### config.mk
export PLATFORM = sky130hd
export DESIGN_NAME = hello_uart_rx
export DESIGN_NICKNAME = d
export VERILOG_FILES = /design/src/rtl/hello_pkg.sv /design/src/rtl/hello_uart_rx_core.sv /design/src/rtl/hello_uart_rx.sv
export SDC_FILE = /design/constraint.sdc
export NUM_CORES = 1
export LEC_CHECK = 0
export ABC_AREA = 1
export CELL_PAD_IN_SITES_DETAIL_PLACEMENT = 0
export CELL_PAD_IN_SITES_GLOBAL_PLACEMENT = 1
export CORE_ASPECT_RATIO = 1.4
export CORE_MARGIN = 3
export CORE_UTILIZATION = 40
export CTS_CLUSTER_DIAMETER = 50
export CTS_CLUSTER_SIZE = 16
export DETAILED_ROUTE_END_ITERATION = 16
export GPL_ROUTABILITY_DRIVEN = 0
export PLACE_DENSITY = 0.83
export RECOVER_POWER = 25
export SYNTH_ARGS = -nofsm -noshare
export SYNTH_HDL_FRONTEND = slang
export SYNTH_HIERARCHICAL = 1
export SYNTH_SLANG_ARGS = --single-unit
### constraint.sdc
create_clock -name i_clock -period 2.12 [get_ports i_clock]
set_input_delay 0.424 -clock i_clock [delete_from_list [all_inputs] [get_ports i_clock]]
set_output_delay 0.424 -clock i_clock [all_outputs]
set_load 0.02 [all_outputs]
### src/rtl/hello_pkg.sv
// Shared types and constants for the "Hello World" UART receiver.
// HELLO_UART_RX_PARITY_EN selects 8E1 framing in the core and top.
package hello_pkg;

  typedef enum logic [2:0] {
    IDLE,
    START,
    DATA,
    PARITY,
    STOP,
    BREAK
  } rx_state_t;

  localparam int MSG_LEN = 11;

  localparam logic [7:0] MSG [MSG_LEN] = '{
    8'h48, 8'h65, 8'h6c, 8'h6c, 8'h6f, 8'h20,
    8'h57, 8'h6f, 8'h72, 8'h6c, 8'h64
  };

  function automatic int clog2(input int v);
    int r;
    r = 0;
    while ((1 << r) < v) r++;
    return r;
  endfunction

endpackage

### src/rtl/hello_uart_rx_core.sv
// Synchronizer, RX FSM and deserializer for 8N1 (8E1 with
// HELLO_UART_RX_PARITY_EN) serial frames.
module hello_uart_rx_core
  import hello_pkg::*;
#(
  parameter int CLKS_PER_BIT = 16
) (
  input  logic       i_clock,
  input  logic       i_reset_n,
  input  logic       i_rx,
  output logic [7:0] o_byte,
  output logic       o_valid,
  output logic       o_frame_err,
  output logic       o_parity_err,
  output logic       o_busy
);

  localparam int CW = clog2(CLKS_PER_BIT);
  localparam logic [CW-1:0] HALF_M1 = CW'(CLKS_PER_BIT / 2 - 1);
  localparam logic [CW-1:0] FULL_M1 = CW'(CLKS_PER_BIT - 1);

  logic            sync1_q;
  logic            sync2_q;
  logic            rx_s;
  rx_state_t       state_q, state_d;
  logic [CW-1:0]   cnt_q, cnt_d;
  logic [2:0]      idx_q, idx_d;
  logic [7:0]      shift_q, shift_d;
  logic [7:0]      byte_q, byte_d;
  logic            valid_q, valid_d;
  logic            ferr_q, ferr_d;
  logic            perr_q, perr_d;
`ifdef HELLO_UART_RX_PARITY_EN
  logic            par_q, par_d;
`endif

  assign rx_s = sync2_q;

  always_comb begin
    state_d = state_q;
    cnt_d   = cnt_q + 1'b1;
    idx_d   = idx_q;
    shift_d = shift_q;
    byte_d  = byte_q;
    valid_d = 1'b0;
    ferr_d  = 1'b0;
    perr_d  = 1'b0;
`ifdef HELLO_UART_RX_PARITY_EN
    par_d   = par_q;
`endif
    unique case (state_q)
      IDLE: begin
        cnt_d = '0;
        if (!rx_s) state_d = START;
      end
      START: begin
        if (cnt_q == HALF_M1) begin
          cnt_d   = '0;
          idx_d   = '0;
          state_d = rx_s ? IDLE : DATA;
        end
      end
      DATA: begin
        if (cnt_q == FULL_M1) begin
          cnt_d   = '0;
          shift_d = {rx_s, shift_q[7:1]};
          idx_d   = idx_q + 1'b1;
          if (idx_q == 3'd7) begin
`ifdef HELLO_UART_RX_PARITY_EN
            state_d = PARITY;
`else
            state_d = STOP;
`endif
          end
        end
      end
`ifdef HELLO_UART_RX_PARITY_EN
      PARITY: begin
        if (cnt_q == FULL_M1) begin
          cnt_d   = '0;
          par_d   = rx_s;
          state_d = STOP;
        end
      end
`endif
      STOP: begin
        if (cnt_q == FULL_M1) begin
          cnt_d = '0;
          if (rx_s) begin
            state_d = IDLE;
`ifdef HELLO_UART_RX_PARITY_EN
            if (par_q != ^shift_q) begin
              perr_d = 1'b1;
            end else begin
              valid_d = 1'b1;
              byte_d  = shift_q;
            end
`else
            valid_d = 1'b1;
            byte_d  = shift_q;
`endif
          end else begin
            ferr_d  = 1'b1;
            state_d = BREAK;
          end
        end
      end
      // A held-low line must return high before a new start is seen
      BREAK: begin
        cnt_d = '0;
        if (rx_s) state_d = IDLE;
      end
      default: begin
        cnt_d   = '0;
        state_d = IDLE;
      end
    endcase
  end

  always_ff @(posedge i_clock) begin
    if (!i_reset_n) begin
      sync1_q <= 1'b1;
      sync2_q <= 1'b1;
      state_q <= IDLE;
      cnt_q   <= '0;
      idx_q   <= '0;
      shift_q <= '0;
      byte_q  <= '0;
      valid_q <= 1'b0;
      ferr_q  <= 1'b0;
      perr_q  <= 1'b0;
`ifdef HELLO_UART_RX_PARITY_EN
      par_q   <= 1'b0;
`endif
    end else begin
      sync1_q <= i_rx;
      sync2_q <= sync1_q;
      state_q <= state_d;
      cnt_q   <= cnt_d;
      idx_q   <= idx_d;
      shift_q <= shift_d;
      byte_q  <= byte_d;
      valid_q <= valid_d;
      ferr_q  <= ferr_d;
      perr_q  <= perr_d;
`ifdef HELLO_UART_RX_PARITY_EN
      par_q   <= par_d;
`endif
    end
  end

  assign o_byte       = byte_q;
  assign o_valid      = valid_q;
  assign o_frame_err  = ferr_q;
  assign o_parity_err = perr_q;
  assign o_busy       = (state_q != IDLE);

endmodule

### src/rtl/hello_uart_rx.sv
// UART receiver that counts "Hello World" messages in the byte stream.
// HELLO_UART_RX_PARITY_EN adds even parity and the o_parity_err port.
module hello_uart_rx
  import hello_pkg::*;
#(
  parameter int CLKS_PER_BIT = 16,
  parameter int COUNT_W      = 8
) (
  input  logic               i_clock,
  input  logic               i_reset_n,
  input  logic               i_rx,
  output logic [7:0]         o_byte,
  output logic               o_byte_valid,
  output logic               o_frame_err,
  output logic               o_match,
  output logic [COUNT_W-1:0] o_match_count,
  output logic               o_busy
`ifdef HELLO_UART_RX_PARITY_EN
  ,
  output logic               o_parity_err
`endif
);

  localparam logic [3:0] LAST = 4'(MSG_LEN - 1);

  logic [7:0]         rx_byte;
  logic               rx_valid;
  logic               rx_ferr;
  logic               rx_perr;
  logic [3:0]         midx_q, midx_d;
  logic               match_q, match_d;
  logic [COUNT_W-1:0] count_q, count_d;

  hello_uart_rx_core #(
    .CLKS_PER_BIT (CLKS_PER_BIT)
  ) u_core (
    .i_clock      (i_clock),
    .i_reset_n    (i_reset_n),
    .i_rx         (i_rx),
    .o_byte       (rx_byte),
    .o_valid      (rx_valid),
    .o_frame_err  (rx_ferr),
    .o_parity_err (rx_perr),
    .o_busy       (o_busy)
  );

  // 'H' appears once in the message, so restarting on 'H' is exact
  always_comb begin
    midx_d  = midx_q;
    match_d = 1'b0;
    count_d = count_q;
    if (rx_ferr || rx_perr) begin
      midx_d = '0;
    end else if (rx_valid) begin
      if (rx_byte == MSG[midx_q]) begin
        if (midx_q == LAST) begin
          midx_d  = '0;
          match_d = 1'b1;
          if (count_q != {COUNT_W{1'b1}}) begin
            count_d = count_q + 1'b1;
          end
        end else begin
          midx_d = midx_q + 1'b1;
        end
      end else if (rx_byte == MSG[0]) begin
        midx_d = 4'd1;
      end else begin
        midx_d = '0;
      end
    end
  end

  always_ff @(posedge i_clock) begin
    if (!i_reset_n) begin
      midx_q  <= '0;
      match_q <= 1'b0;
      count_q <= '0;
    end else begin
      midx_q  <= midx_d;
      match_q <= match_d;
      count_q <= count_d;
    end
  end

  assign o_byte        = rx_byte;
  assign o_byte_valid  = rx_valid;
  assign o_frame_err   = rx_ferr;
  assign o_match       = match_q;
  assign o_match_count = count_q;
`ifdef HELLO_UART_RX_PARITY_EN
  assign o_parity_err  = rx_perr;
`endif

endmodule

# Yosys cells after proc, flatten, opt, wreduce, memory -nomap -nowiden
# Memories as Yosys holds them, arrays and structs flattened.
# Cells that the tools add are included.
[word_totals]
romBits = 128
ramBits = 0
latchBits = 0
inputBits = 3
word_cells = 75
reg_bits = 43
mem_count = 1
[classes]
multipliers = 0
n_bitwise = 5
eq_ne = 17
n_shift = 0
muxes = 23
add_sub_neg = 4
n_lt_le_gt_ge = 1
div = 0
n_reduce_logical = 12
[mem_list]
columns = ["memory", "depth", "width", "rd", "rd_clocked_by_memory_dff", "write_ports", "line_no", "source"]
rows = [
  ["(no name shown)", 16, 8, 1, 0, 0, "hello_uart_rx.sv:55", "if (rx_byte == MSG[midx_q]) begin"],
]
[ops]
columns = ["operator", "count"]
rows = [
  ["$mux 3", 9],
  ["$mux 4", 4],
  ["$mux 8", 2],
  ["$pmux 3 s5", 1],
  ["$ne 2x1->1 const B", 5],
  ["$eq 3x3->1 const B", 3],
  ["$reduce_and 3->1", 3],
  ["$add 4x1->4 const B", 2],
  ["$add 8x1->8 const B", 1],
  ["$eq 4x4->1 const B", 2],
  ["$eq 8x7->1 const B", 1],
  ["$eq 8x8->1", 1],
  ["$ne 8x8->1 const B", 1],
  ["$pmux 4 s2", 1],
  ["$pmux 3 s2", 1],
  ["$reduce_and 6->1", 1],
  ["$ge 5x5->1 const B", 1],
  ["$not 4->5", 1],
  ["$reduce_and 5->1", 1],
  ["$eq 4x3->1 const B", 1],
  ["$mux 1", 4],
  ["$not 1->1", 4],
  ["$reduce_or 2->1", 2],
  ["$reduce_or 4->1", 1],
  ["other kinds (9)", 9],
]

# Longest topological paths before layout
[logic_depth]
depth_word = 7
mapped_depth = 17
depth_no_buf = 16

# By module
# Netlist, hierarchy kept.
[modules_own_cells]
columns = ["mod", "cells_each", "instances", "area_per_inst_um2"]
rows = [
  ["hello_uart_rx_core", 164, 1, 1297.5],
  ["hello_uart_rx", 212, 1, 1212.4],
]

# Worst setup path after synthesis
# OpenSTA, ideal clock, no wires.
[synth_timing]
path_type = "reg2reg"
from = "register midx_q[0]"
to = "register count_q[5] (netlist: o_match_count[5])"
t_arrival_ns = 1.696
path_stages_with_launch = 17
setup_slack_ns = 0.361
path_cell_list = "dfxtp_1 > inv_1 > ha_1 > inv_1 > nand2_1 > nand3_1 > nand2_1 > nand2_1 > nand2_1 > nor2_1 > nand2_1 > nor2_2 > buf_4 > nand3_1 > nand2_1 > inv_1 > nor2_1"
[synth_between]
elab_chain_len = 6
elab_cells_between_ends = 7
classes_between = "eq/ne: 2; mux: 2; bitwise: 1; reduce/logical: 1; memory: 1"
[synth_lines]
columns = ["element", "line_no", "source"]
rows = [
  ["start, declared", "hello_uart_rx.sv:30", "logic [3:0] midx_q, midx_d;"],
  ["start signal, assigned", "hello_uart_rx.sv:79", "midx_q <= midx_d;"],
  ["$not 4->5 (implied by the code)", "hello_uart_rx.sv:55", ""],
  ["$mem_v2 16x8", "-", ""],
  ["$mux 8 (implied by the code) (2 in series)", "hello_uart_rx.sv:55", ""],
  ["$eq 8x8->1", "hello_uart_rx.sv:55", ""],
  ["$reduce_and 5->1 (no line) (*)", "-", ""],
  ["end signal, assigned", "hello_uart_rx.sv:81", "count_q <= count_d;"],
  ["end, declared", "hello_uart_rx.sv:32", "logic [COUNT_W-1:0] count_q, count_d;"],
]
# Every way passes the cells marked *; elsewhere a longest branch is shown, timed or not. The select of a mux whose other input is x is not followed.
# A chain may end at the register's enable or synchronous reset.

# Final worst setup path
[layout_timing]
from = "register u_core.state_q[2]"
to = "output o_busy"
[layout_between]
elab_chain_len = 1
[layout_lines]
columns = ["element", "line_no", "source"]
rows = [
  ["start, declared", "hello_uart_rx_core.sv:25", "rx_state_t state_q, state_d;"],
  ["start signal, assigned", "hello_uart_rx_core.sv:138", "state_q <= state_d;"],
  ["$reduce_bool 3->1", "hello_uart_rx_core.sv:156", "assign o_busy = (state_q != IDLE);"],
  ["end, declared", "hello_uart_rx.sv:17", "output logic o_busy"],
]
# No other way between the ends.

==> flow_metrics.tcl <==
set metrics [dict create \
    drive_gt1_share_pct 13.6 \
    synthSimpleGateAreaFrac_pct 43.3 \
    synth_top_family_by_area "simple AND/OR/NAND/NOR gates" \
    grt_usage_pct 16.0 \
    reg2reg_depth 15 \
    start_util_pct 41.9 \
    grt_max_degree 20 \
    die_w_um 72.9 \
    dieArea_sq_um 7270 \
    cts_tree "yes" \
    drt_iter0_drc 111 \
    final_cells 475 \
    syn_inst 376 \
    wire_per_inst_um 11.2 \
    status "finished clean" \
    rows 33 \
    syn-mean-instance-area_sq_um 6.68 \
    leakagePower_nw 1.37 \
    port_buffers 22 \
    ios 23 \
    final_cell_mix "nand2_1, nor2_1, inv_1, dfxtp_1, nand3_1" \
    grt_first_pass_wirelength_um 9540 \
    p_int_mw 1.54 \
    htreeDepth 2 \
    min_period_ns 1.99 \
    clkPwrFrac_pct 33.7 \
    detail-route-antenna-nets 0 \
    n_fill_cell 627 \
    clock_skew_ns 0.00653 \
    avgViaCountPerCell 4.91 \
    hold_viol_final 0 \
    max_freq_mhz 502 \
    p_switching_mw 0.681 \
    clkLatencyLatePin_ns 0.29 \
    diodes 0 \
    numCtsBuffers 5 \
    fp.coreArea_sq_um 5990 \
    yosysSeqAreaShare_pct 34.3 \
    drcViolationCount 0 \
    finalCoreUtilization_pct 49.6 \
    synth_area_sq_um 2510 \
    final-max-slew-violation-count 0 \
    num_vias 2332 \
    clkTransAtPathRegs_ns 0.08 \
    syn2layout_area_growth_pct 18.3 \
    cap_violations 0 \
    irDropWorstVdd_uv 588 \
    startpoint "u_core/state_q[2]" \
    routed_wl_um 5340 \
    rsz0062_at_grt "no" \
    cp.required_ns 1.70 \
    critPathCapture "o_busy" \
    crit_type "reg -> out" \
    postCtsSetupBuffers 0 \
    end_kind "primary output" \
    clockBufferDepth 2 \
    holdBufCountCts 0 \
    finalSetupViolCount 0 \
    die_h_um 99.7 \
    synthMuxAreaShare_pct 0 \
    nNetsFinal 416 \
    setup_tns_ns 0 \
    antenna_found_initial 0 \
    rr_startpoint "midx_q[1]" \
    crit_arrival_ns 1.57 \
    grt_pass1_vias 2128 \
    r2r_end "o_match_count[5]" \
    gr-total-overflow 0 \
    dr.pass1.iters 4 \
    layout_commonest_cell "nand2_1" \
    ff2ff_setup_slack_ns 0.26 \
    clkSinkCount 43 \
    synth_cell_type_count 36 \
    start_kind "flop" \
    sw_frac_of_total_pct 30.7 \
    synth_compound_area_share_pct 7.13 \
    ys_ff_latch 43 \
    fin_crit_sh_pct 94.0 \
    dp.cells 467 \
    power_density_nw_per_um2 746 \
    synthAdderAreaFrac_pct 4.49 \
    cts_root_buf "clkbuf_8" \
    synth_xor_area_share_pct 1.05 \
    worstPathMaxFanout 5 \
    combinationalPowerShare_pct 25.2 \
    synth_fp_nets 388 \
    worstHoldPathType "reg -> reg" \
    ys_warn_count 6 \
    p_seq_share_pct 41.1 \
    dp_hpwl_um 4110 \
]
-- critical path: stages (launching register included) --
cell and delay (ns):
dfxtp_1 0.46, inv_1 0.14, nand2_1 0.09, clkdlybuf4s50_1 0.60
-- cells by family after synthesis --
group,count (synthesis)
adder cells (fa/ha/maj),9
AND/OR/NAND/NOR,232
flip-flops,43
buffers and inverters,56
other,1
AO/OA/AOI/OAI,32
XOR/XNOR,3
-- power by group through the flow --
stage / Sequential (mW) / Clock [mW] / Combinational, mW
2_1_floorplan: 0.926 / 0 / 0.484
3_3_place_gp: 0.936 / 0 / 0.590
3_5_place_dp: 0.936 / 0 / 0.595
4_1_cts: 0.918 / 0.773 / 0.597
5_1_grt: 0.916 / 0.800 / 0.643
6_report: 0.911 / 0.748 / 0.558
-- how the worst min path moves through the flow --
stage                             end      startpoint  slack (ns)  cells after the start
final                     u_core/rx_s  u_core/sync1_q        0.42                      1
after global routing      u_core/rx_s  u_core/sync1_q        0.44                      1
after CTS                 u_core/rx_s  u_core/sync1_q        0.43                      1
after detailed placement  u_core/rx_s  u_core/sync1_q        0.41                      1
after global placement    u_core/rx_s  u_core/sync1_q        0.41                      1
after floorplan           u_core/rx_s  u_core/sync1_q        0.39                      1
-- synthesized netlist by cell type --
| master | count | share of area (%) |
|---|---|---|
| nand2_1 | 89 | 13 |
| nor2_1 | 74 | 11 |
| dfxtp_1 | 43 | 34 |
| inv_1 | 41 | 6.1 |
| nand3_1 | 33 | 6.6 |
| o21ai_0 | 20 | 4.0 |
| ha_1 | 9 | 4.5 |
| nand4_1 | 9 | 2.2 |
| a21oi_1 | 8 | 1.6 |
| inv_2 | 6 | 0.90 |
| nand2_2 | 4 | 1.0 |
| buf_4 | 3 | 0.90 |
| nor2_4 | 3 | 1.3 |
| nor3_4 | 3 | 1.9 |
| or2_2 | 3 | 0.75 |
| xor2_1 | 3 | 1.0 |
| buf_2 | 2 | 0.40 |
| buf_6 | 2 | 0.90 |
| nand2_4 | 2 | 0.90 |
| nand4_2 | 2 | 1.0 |
| nor2_2 | 2 | 0.50 |
| a21oi_2 | 1 | 0.35 |
| a21oi_4 | 1 | 0.65 |
| and3_1 | 1 | 0.25 |
| clkbuf_1 | 1 | 0.15 |
| conb_1 | 1 | 0.15 |
| inv_4 | 1 | 0.25 |
| nand3_2 | 1 | 0.40 |
| nand3_4 | 1 | 0.70 |
| nand3b_1 | 1 | 0.30 |
| nor3_1 | 1 | 0.20 |
| nor3b_1 | 1 | 0.30 |
| nor4_1 | 1 | 0.25 |
| o21ai_1 | 1 | 0.20 |
| o21ai_2 | 1 | 0.35 |
| or2_1 | 1 | 0.25 |
-- area by class of cell --
cell class	instances	area [sq um]	area share [%]
multi-input combinational	277	1410	47.5
sequential	43	871	29.3
timing repair buffer	29	285	9.60
inverter	48	183	6.15
tap	70	87.6	2.95
clock buffer	6	72.6	2.44
clock inverter	2	60.1	2.02
-- stage by stage --
step	instance area (sq um)	power [mW]	hold WS [ns]	worst slack [ns]
3_5_place_dp	2820	1.53	0.406	0.0607
6_report	2970	2.22	0.423	0.128
2_1_floorplan	2510	1.41	0.393	0.361
5_1_grt	2970	2.36	0.443	0.00460
3_3_place_gp	2820	1.53	0.406	0.123
4_1_cts	2960	2.29	0.428	0.0453
-- metal layers --
| layer | global-route usage, % | part of all wire [%] |
|---|---|---|
| met5 | 0 | 0 |
| met4 | 4.83 | 1.4 |
| met3 | 3.13 | 3.0 |
| met2 | 27.1 | 49 |
| met1 | 20.4 | 46 |
-- flip-flops by register name, summed over array words and instances, names as in the netlist --
| name | count |
|---|---|
| o_match_count | 8 |
| u_core/cnt_q | 4 |
| u_core/o_byte | 8 |
| midx_q | 4 |
| u_core/sync1_q | 1 |
| u_core/state_q | 3 |
| o_match | 1 |
| u_core/o_valid | 1 |
| u_core/idx_q | 3 |
| u_core/o_frame_err | 1 |
| u_core/shift_q | 8 |
| u_core/rx_s | 1 |
-- what timing repair did --
item	CTS	global route
endpoints found under the setup margin	0	13
hold endpoints to repair	0	0
resized for setup	0	20
No activity file was read; power rests on OpenSTA's default activity.
